## src/rtl/bin2bcd_seq.sv

```systemverilog
// Sequential binary-to-BCD converter: shift-add-3 (double dabble), one input bit per clock.
// Digits beyond DIGITS are discarded; o_ovf flags that the value did not fit.
module bin2bcd_seq #(
  parameter int WIDTH  = 16,
  parameter int DIGITS = 5
) (
  input  logic                  i_clk,
  input  logic                  i_rst_n,
  input  logic                  i_start,
  input  logic [WIDTH-1:0]      i_bin,
  output logic [4*DIGITS-1:0]   o_bcd,
  output logic                  o_valid,
  output logic                  o_busy,
  output logic                  o_ovf
);

  localparam int BCD_W = 4 * DIGITS;
  localparam int CNT_W = $clog2(WIDTH + 1);

  typedef enum logic [1:0] {IDLE, SHIFT, DONE} state_t;

  state_t             state_q, state_d;
  logic [WIDTH-1:0]   sh_q, sh_d;
  logic [BCD_W-1:0]   work_q, work_d;
  logic [CNT_W-1:0]   cnt_q, cnt_d;
  logic               ovf_q, ovf_d;
  logic [BCD_W-1:0]   bcd_q, bcd_d;
  logic               valid_q, valid_d;
  logic               ovf_out_q, ovf_out_d;
  logic [BCD_W-1:0]   adj;

  // Pre-shift correction: any digit >= 5 would become >= 10 after doubling.
  function automatic logic [BCD_W-1:0] add3(input logic [BCD_W-1:0] v);
    logic [BCD_W-1:0] r;
    r = v;
    for (int k = 0; k < DIGITS; k++) begin
      if (v[4*k +: 4] >= 4'd5) r[4*k +: 4] = v[4*k +: 4] + 4'd3;
    end
    return r;
  endfunction

  always_ff @(posedge i_clk or negedge i_rst_n) begin
    if (!i_rst_n) begin
      state_q   <= IDLE;
      sh_q      <= '0;
      work_q    <= '0;
      cnt_q     <= '0;
      ovf_q     <= 1'b0;
      bcd_q     <= '0;
      valid_q   <= 1'b0;
      ovf_out_q <= 1'b0;
    end else begin
      state_q   <= state_d;
      sh_q      <= sh_d;
      work_q    <= work_d;
      cnt_q     <= cnt_d;
      ovf_q     <= ovf_d;
      bcd_q     <= bcd_d;
      valid_q   <= valid_d;
      ovf_out_q <= ovf_out_d;
    end
  end

  always_comb begin
    state_d   = state_q;
    sh_d      = sh_q;
    work_d    = work_q;
    cnt_d     = cnt_q;
    ovf_d     = ovf_q;
    bcd_d     = bcd_q;
    valid_d   = 1'b0;
    ovf_out_d = ovf_out_q;
    adj       = add3(work_q);
    case (state_q)
      IDLE: begin
        if (i_start) begin
          sh_d    = i_bin;
          work_d  = '0;
          cnt_d   = CNT_W'(WIDTH);
          ovf_d   = 1'b0;
          state_d = SHIFT;
        end
      end
      SHIFT: begin
        // The bit leaving the top kept digit belongs to a discarded digit.
        ovf_d  = ovf_q | adj[BCD_W-1];
        work_d = {adj[BCD_W-2:0], sh_q[WIDTH-1]};
        sh_d   = {sh_q[WIDTH-2:0], 1'b0};
        cnt_d  = cnt_q - CNT_W'(1);
        if (cnt_q == CNT_W'(1)) state_d = DONE;
      end
      DONE: begin
        bcd_d     = work_q;
        ovf_out_d = ovf_q;
        valid_d   = 1'b1;
        state_d   = IDLE;
      end
      default: state_d = IDLE;
    endcase
  end

  assign o_bcd   = bcd_q;
  assign o_valid = valid_q;
  assign o_ovf   = ovf_out_q;
  assign o_busy  = (state_q != IDLE);

endmodule

```

## config.mk

```make
export PLATFORM = sky130hd
export DESIGN_NAME = bin2bcd_seq
export DESIGN_NICKNAME = d
export VERILOG_FILES = /design/src/rtl/bin2bcd_seq.sv
export SDC_FILE = /design/constraint.sdc
export NUM_CORES = 1
export LEC_CHECK = 0
export CAP_MARGIN = 40
export CELL_PAD_IN_SITES_DETAIL_PLACEMENT = 0
export CELL_PAD_IN_SITES_GLOBAL_PLACEMENT = 1
export CORE_MARGIN = 4
export CORE_UTILIZATION = 42
export DETAILED_ROUTE_END_ITERATION = 8
export PLACE_DENSITY = 0.85
export SETUP_SLACK_MARGIN = 0.2
export SLEW_MARGIN = 20
export SYNTH_ARGS = -nofsm -noshare
export SYNTH_HDL_FRONTEND = slang
export SYNTH_SLANG_ARGS = --single-unit
```

## constraint.sdc

```tcl
create_clock -name i_clk -period 2.26 [get_ports i_clk]
set_clock_uncertainty 0.2 [all_clocks]
set_input_delay 0.678 -clock i_clk [delete_from_list [all_inputs] [get_ports i_clk]]
set_output_delay 0.678 -clock i_clk [all_outputs]
set_load 0.02 [all_outputs]
```

==> out/qor.log, run 1 <==
qor: global_routing.largest_net_degree_at_the_start_of_global_routing 67
qor: min_path.worstHoldPathType input pin to async pin
qor: drt.post-route-drc-count 0
qor: global_routing.grt_first_pass_wirelength 11600 um
qor: drt.post_dr_wirelength_cell 14.19 um
qor: synth.post-synth-top-count-cell sky130_fd_sc_hd__dfrtp_1
qor: die.dieHeight 96.70 um
qor: die.num_io_pins 42
qor: sta.finalSetupViolCount 0
qor: finish.num_antenna_cells 0
qor: setup_path.critPathCaptureType register
qor: synth.synth_edf_count 0
qor: sta.upper_clock_frequency_limit 505.8 MHz
qor: setup_path.cp-start-kind input pin
qor: clock_network.sink_count_of_the_clock_tree 66
qor: synth.net_count_of_the_mapped_netlist 347
qor: global_routing.grt_overflow_total 0
qor: synth.synthDominantCellAreaShare 49.98%
qor: placed_design.globalplace.congestion 0.7779
qor: global_routing.antenna_found_initial 0
qor: finish.finish.cell_count_without_fillers 462
qor: synth.async_flop_share 100.0%
qor: clock_network.clk_latency 340 ps
qor: placed_design.dp_slack -78.45 ps
qor: clock_network.post_cts.resized_instances 24
qor: power.maximum_vdd_drop 0.6231 mV
qor: drt.antenna_violating_nets_post_route 0
qor: synth.syn_area 0.003304 mm2
qor: finish.flow.area_growth_from_synthesis 20.94%
qor: synth.synth_flop_cell sky130_fd_sc_hd__dfrtp_1
qor: die.core-area 0.007687 mm2
qor: clock_network.hold_buffers 0
qor: sta.setup_ws 283.0 ps
qor: placed_design.placed_area 0.003779 mm2
qor: placed_design.placed_cells 446
qor: finish.drive_gt1_share 12.22%
qor: sta.timing.final.hold_violations 0
qor: finish.stdcell_area 0.003996 mm2
qor: drt.route.vias.total 2450
qor: finish.fillers 725
qor: synth.seq_area_frac_synth 49.98%
qor: placed_design.dpl.hpwl 4433 um
qor: die.fp-row-count 32
qor: sta.worst_slew_pin_slew 531.5 ps
qor: finish.footprint_of_the_multi_input_gates 0.001418 mm2
qor: synth.number_of_cells_produced_by_synthesis 316
qor: clock_network.max-clock-path-buffers 2
qor: setup_path.critical_path.max_fanout 18
qor: finish.finalNetCount 386
qor: sta.finalCriticalPeriod 1977 ps
qor: sta.finalCritPeriodShare 87.48%
qor: drt.detailedRoute.firstPassIterationCount 4
qor: sta.grt_setup_unrepaired false
qor: setup_path.critical_path_required 2290 ps
qor: setup_path.critical_path.reg2reg.endpoint work_q[13]$_DFFE_PN0P_
qor: clock_network.cts_buffers 9
qor: synth.yosys.cell_types.count 45
qor: clock_network.post_cts_buffers 0
qor: status.result_of_the_run finished clean
qor: clock_network.worst_setup_hold_path_clk_slew 80 ps
qor: clock_network.htree_levels 3
qor: setup_path.crit_type input pin to register
qor: finish.register_area 0.001652 mm2
qor: sta.slew_headroom 64.49%
qor: drt.routed_via_density 5.303
qor: drt.detailed_route_wire_length 6555 um
qor: setup_path.critical_path_arrival 2010 ps
qor: drt.drtIter0Drc 149
qor: sta.setup_tns_final 0 ps
qor: clock_network.tritoncts done
qor: synth.synth_seq_cells 66
qor: die.dieWidth 96.70 um
qor: die.die-area 0.009351 mm2
qor: placed_design.numPortBuffers 41
qor: synth.syn-mean-instance-area 10.46 um2
qor: clock_network.clockRootBuffer sky130_fd_sc_hd__clkbuf_8
qor: die.initial_utilization 42.99%
qor: flow_run.max_cap_viol_count 0
qor: power.pwr_density_cell 1363 mW/mm2
qor: setup_path.r2r_cells 4
qor: synth.yosysWarnings 0
qor: setup_path.worstReg2RegStart state_q[0]$_DFFE_PN0P_
qor: global_routing.grt_pass1_vias 2476
qor: global_routing.grt_usage 15.00%
qor: sta.finalMaxSlewViolations 0
qor: synth.synth.top_cells.by_area sky130_fd_sc_hd__dfrtp_1 50%, sky130_fd_sc_hd__nand2_1 5.7%, sky130_fd_sc_hd__ha_1 4.5%
qor: power.p_leak 1.832 nW
qor: synth.synth_top_cells_by_count 66 x sky130_fd_sc_hd__dfrtp_1, 50 x sky130_fd_sc_hd__nand2_1, 27 x sky130_fd_sc_hd__o21ai_0, 25 x sky130_fd_sc_hd__inv_1, 17 x sky130_fd_sc_hd__o21ai_1
qor: synth.synth.largest_area_cell sky130_fd_sc_hd__dfrtp_1
qor: setup_path.r2r_setup_slack 360 ps
-- sequential cells by signal, summed over array words and instances, names as in the netlist --
register / flops
o_bcd: 20
o_ovf: 1
sh_q: 16
ovf_q: 1
cnt_q: 5
state_q: 2
work_q: 20
o_valid: 1
-- final cells by class --
| cell class | instances | area share (%) |
|---|---|---|
| clock inverter | 7 | 2.943 |
| sequential | 66 | 41.33 |
| timing repair buffer | 48 | 11.62 |
| tap | 102 | 3.193 |
| clock buffer | 9 | 3.100 |
| multi-input combinational | 205 | 35.47 |
| inverter | 25 | 2.348 |
-- metal layers --
metal  wire, um  track usage [%]  vias up
li1           -                -     1207
met1       3041            19.26     1199
met2       3204            24.31       32
met3        176            3.389       12
met4        133            6.587        0
met5          0                0        -
-- worst max-delay path by stage --
stage                            from                endpoint  slack (ps)
6_report                      i_start  work_q[11]$_DFFE_PN0P_         280
5_1_grt                       i_start   work_q[7]$_DFFE_PN0P_         200
4_1_cts        state_q[1]$_DFFE_PN0P_                  o_busy          70
3_5_place_dp                  i_start  work_q[11]$_DFFE_PN0P_         -80
3_3_place_gp                  i_start   work_q[6]$_DFFE_PN0P_        -150
2_1_floorplan  state_q[0]$_DFFE_PN0P_                  o_busy         250
-- cells by family after synthesis --
group	count (synthesis)	synth area share, %
XOR/XNOR	5	1.325
AO/OA/AOI/OAI	104	22.95
adder cells (fa/ha/maj)	12	4.544
AND/OR/NAND/NOR	82	13.37
multiplexers	2	0.6437
flip-flops	66	49.98
buffers and inverters	45	7.194
-- worst max-delay path, stage by stage --
cell and delay, ps:
sky130_fd_sc_hd__clkdlybuf4s50_1 490, sky130_fd_sc_hd__buf_4 190, sky130_fd_sc_hd__o21ba_1 180, sky130_fd_sc_hd__buf_12 170, sky130_fd_sc_hd__o31ai_1 90, sky130_fd_sc_hd__a32o_1 200
-- placed cells by master (no fill, tap or decap), types with 2 or more instances in the layout --
cell type / synthesis / layout
sky130_fd_sc_hd__ha_1: 12 / 12
sky130_fd_sc_hd__inv_1: 25 / 25
sky130_fd_sc_hd__buf_4: 3 / 4
sky130_fd_sc_hd__o21a_1: 5 / 5
sky130_fd_sc_hd__nor2b_1: 6 / 6
sky130_fd_sc_hd__a21oi_1: 13 / 13
sky130_fd_sc_hd__and3b_1: 13 / 13
sky130_fd_sc_hd__o221ai_2: 4 / 4
sky130_fd_sc_hd__bufinv_16: 0 / 3
sky130_fd_sc_hd__o21ai_1: 17 / 17
sky130_fd_sc_hd__dfrtp_1: 66 / 66
sky130_fd_sc_hd__buf_12: 0 / 2
sky130_fd_sc_hd__o2111ai_1: 10 / 10
sky130_fd_sc_hd__clkbuf_8: 0 / 9
sky130_fd_sc_hd__clkinv_4: 0 / 2
sky130_fd_sc_hd__nand2_1: 50 / 50
sky130_fd_sc_hd__clkinv_2: 0 / 2
sky130_fd_sc_hd__o311ai_1: 3 / 3
sky130_fd_sc_hd__xnor2_1: 5 / 5
sky130_fd_sc_hd__a32o_1: 5 / 5
sky130_fd_sc_hd__o311ai_2: 2 / 2
sky130_fd_sc_hd__o31ai_1: 6 / 6
sky130_fd_sc_hd__dlygate4sd2_1: 0 / 22
sky130_fd_sc_hd__a22oi_1: 2 / 2
sky130_fd_sc_hd__o21ai_0: 27 / 27
sky130_fd_sc_hd__o32ai_2: 4 / 4
sky130_fd_sc_hd__clkdlybuf4s50_1: 0 / 17
-- through the flow --
stage,power (mW),util (%),hold slack [ps]
global placement,4.317,48.96,261.5
finish,5.445,51.99,133.5
CTS,5.489,51.94,155.6
floorplan,3.694,-,182.4
detailed placement,4.407,49.15,268.9
global route,5.863,51.99,164.6
-- power by group --
part	switching (mW)	internal [mW]
Combinational	1.35	0.952
Sequential	0.293	1.66
Clock	0.460	0.732
Note: power is estimated with default switching activity, not from simulation.
==> inputs of run 2 (changes only) <==
--- a/config.mk
+++ b/config.mk
@@ -10,3 +10,3 @@
 export CELL_PAD_IN_SITES_GLOBAL_PLACEMENT = 1
-export CORE_MARGIN = 4
+export CORE_MARGIN = 1
 export CORE_UTILIZATION = 42
--- a/constraint.sdc
+++ b/constraint.sdc
@@ -4,2 +4,2 @@
 set_output_delay 0.678 -clock i_clk [all_outputs]
-set_load 0.02 [all_outputs]
+set_load 0.05 [all_outputs]
==> run 2 against run 1 <==
Effect of this change:
- maximum frequency shrank 1.0%
- setup slack lost 20 ps
- sequential share of layout area is 0.37 points higher
- critical endpoint unchanged
==> out/qor.log, run 2 (synthesized netlist as in run 1, its figures left out) <==
qor: status.result_of_the_run finished clean [unchanged]
qor: flow_run.max_cap_viol_count 0 [unchanged]
qor: finish.finish.cell_count_without_fillers 460 [was 462]
qor: clock_network.htree_levels 3 [unchanged]
qor: placed_design.dpl.hpwl 4390 um [was 4433 um]
qor: clock_network.hold_buffers 0 [unchanged]
qor: die.dieWidth 90.70 um [was 96.70 um]
qor: finish.finalNetCount 389 [was 386]
qor: die.dieHeight 90.70 um [was 96.70 um]
qor: finish.layout_common_cells 65 x sky130_fd_sc_hd__dfrtp_1, 50 x sky130_fd_sc_hd__nand2_1, 27 x sky130_fd_sc_hd__o21ai_0, 27 x sky130_fd_sc_hd__buf_4, 25 x sky130_fd_sc_hd__inv_1 [was 66 x sky130_fd_sc_hd__dfrtp_1, 50 x sky130_fd_sc_hd__nand2_1, 27 x sky130_fd_sc_hd__o21ai_0, 25 x sky130_fd_sc_hd__inv_1, 22 x sky130_fd_sc_hd__dlygate4sd2_1]
qor: clock_network.worst_setup_hold_path_clk_slew 70 ps [was 80 ps]
qor: power.design_power_total 5.733 mW [was 5.445 mW]
qor: sta.holdWs 108.2 ps [was 133.5 ps]
qor: finish.num_antenna_cells 0 [unchanged]
qor: power.switching_share 43.12% [was 38.65%]
qor: sta.upper_clock_frequency_limit 500.7 MHz [was 505.8 MHz]
qor: power.p_leak 1.804 nW [was 1.832 nW]
qor: setup_path.cp-start-kind input pin [unchanged]
qor: setup_path.critical_path_s_top_delay_family buffers and inverters [unchanged]
qor: drt.drtIter0Drc 132 [was 149]
qor: placed_design.placed_cells 445 [was 446]
qor: clock_network.tritoncts done [unchanged]
qor: placed_design.numPortBuffers 41 [unchanged]
qor: global_routing.antenna_found_initial 0 [unchanged]
qor: die.initial_utilization 44.37% [was 42.99%]
qor: setup_path.critical_path_arrival 2020 ps [was 2010 ps]
qor: sta.finalSetupViolCount 0 [unchanged]
qor: setup_path.crit_type input pin to register [unchanged]
qor: power.share_seq_of_total_power 34.0% [was 35.8%]
qor: drt.post-route-drc-count 0 [unchanged]
qor: power.maximum_vdd_drop 0.4635 mV [was 0.6231 mV]
qor: min_path.worstHoldPathType input pin to async pin [unchanged]
qor: global_routing.grt_overflow_total 0 [unchanged]
qor: clock_network.clk_latency 340 ps [about the same]
qor: placed_design.globalplace.congestion 0.7478 [was 0.7779]
qor: drt.post_dr_wirelength_cell 14.00 um [was 14.19 um]
qor: finish.layout_commonest_cell sky130_fd_sc_hd__dfrtp_1 [unchanged]
qor: clock_network.clockRootBuffer sky130_fd_sc_hd__clkbuf_8 [unchanged]
qor: global_routing.grt_pass1_vias 2423 [was 2476]
qor: sta.slew_headroom 65.01% [was 64.49%]
qor: die.fp-row-count 31 [was 32]
qor: sta.worst_slew_pin_slew 523.7 ps [was 531.5 ps]
qor: power.power_report.internal_total 3.261 mW [was 3.341 mW]
qor: setup_path.path_cells clkdlybuf4s50_1, buf_6, o21ba_1, buf_12, o31ai_1, a32o_1 [was clkdlybuf4s50_1, buf_4, o21ba_1, buf_12, o31ai_1, a32o_1]
qor: setup_path.timing.critical_path.buf_inv 3 [unchanged]
qor: finish.drive_gt1_share 18.84% [was 12.22%]
qor: sta.finalCriticalPeriod 1997 ps [was 1977 ps]
qor: setup_path.critical_path.max_fanout 18 [unchanged]
qor: setup_path.cpMaxStageDelayCell sky130_fd_sc_hd__clkdlybuf4s50_1 [unchanged]
qor: drt.route.vias.total 2428 [was 2450]
qor: sta.grt_setup_unrepaired false [unchanged]
qor: drt.detailedRoute.firstPassIterationCount 4 [unchanged]
qor: finish.flow.area_growth_from_synthesis 19.95% [was 20.94%]
qor: sta.finalCritPeriodShare 88.36% [was 87.48%]
qor: setup_path.r2r_cells 5 [was 4]
qor: die.die-area 0.008226 mm2 [was 0.009351 mm2]
qor: power.power.share.combinational 48.9% [was 42.3%]
qor: setup_path.critPathCaptureType register [unchanged]
qor: sta.finalMaxSlewViolations 0 [unchanged]
qor: setup_path.crit_path_max_incr_delay 510 ps [was 490 ps]
qor: global_routing.largest_net_degree_at_the_start_of_global_routing 42 [was 67]
qor: power.power.clock.fraction 17.0% [was 21.9%]
qor: global_routing.grt_usage 17.22% [was 15.00%]
qor: clock_network.cts_buffers 9 [unchanged]
qor: setup_path.timing.critical_path.depth 6 [unchanged]
qor: drt.antenna_violating_nets_post_route 0 [unchanged]
qor: clock_network.max-clock-path-buffers 2 [unchanged]
qor: power.p_sw 2.472 mW [was 2.104 mW]
qor: sta.timing.final.hold_violations 0 [unchanged]
qor: drt.routed_via_density 5.278 [was 5.303]
qor: die.core-area 0.007447 mm2 [was 0.007687 mm2]
qor: clock_network.sink_count_of_the_clock_tree 66 [unchanged]
qor: power.pwr_density_cell 1446 mW/mm2 [was 1363 mW/mm2]
qor: global_routing.grt_first_pass_wirelength 11230 um [was 11600 um]
qor: drt.detailed_route_wire_length 6439 um [was 6555 um]
qor: die.num_io_pins 42 [unchanged]
qor: setup_path.critical_path_required 2280 ps [was 2290 ps]
## run 2: final timing paths
check	start	endpoint	slack, ps
max in group asynchronous	i_rst_n	o_ovf$_DFFE_PN0P_	1210
hold / removal	i_rst_n	o_bcd[13]$_DFFE_PN0P_	110
setup / recovery	i_start	work_q[11]$_DFFE_PN0P_	260
hold reg to reg	o_bcd[15]$_DFFE_PN0P_	o_bcd[15]$_DFFE_PN0P_	280
min in group i_clk	o_bcd[15]$_DFFE_PN0P_	o_bcd[15]$_DFFE_PN0P_	280
setup reg to reg	work_q[8]$_DFFE_PN0P_	work_q[10]$_DFFE_PN0P_	530
## run 2: metrics by stage
stage,area (um2),setup slack [ps],TNS (ps),utilization [%]
6_report,3964,263.0,0,53.23
2_1_floorplan,3307,281.1,0,-
3_5_place_dp,3760,-92.17,-638.2,50.49
4_1_cts,3960,240.9,0,53.18
5_1_grt,3964,222.5,0,53.23
3_3_place_gp,3745,-154.8,-2394,50.29
## run 2: layout make-up
class,count,area [um2]
fill,685,3483
timing repair buffer,51,484.2
multi-input combinational,205,1418
inverter,25,93.84
tap,99,123.9
sequential,66,1653
clock inverter,3,40.04
clock buffer,11,151.4
## run 2: power groups by stage
| stage | clock network [mW] | logic, mW | registers [mW] |
|---|---|---|---|
| final | 0.976 | 2.81 | 1.95 |
| after global routing | 1.05 | 3.07 | 2.02 |
| after CTS | 0.998 | 2.83 | 1.95 |
| after detailed placement | 0 | 2.79 | 1.99 |
| after global placement | 0 | 2.71 | 1.98 |
| after floorplan | 0 | 1.61 | 2.48 |
## run 2: metal layers
layer,vias up,track usage [%],wire length (um)
li1,1204,-,-
met1,1183,21.77,3088
met2,33,28.47,3098
met3,8,3.114,144
met4,0,8.065,108
met5,-,0,0
## run 2: what timing repair did
item | 4_1_cts | 5_1_grt
setup buffers | 1 | 0
setup endpoints to repair | 1 | 3
resized for setup | 1 | 1
hold endpoints to repair | 0 | 0
cloned | 0 | 0
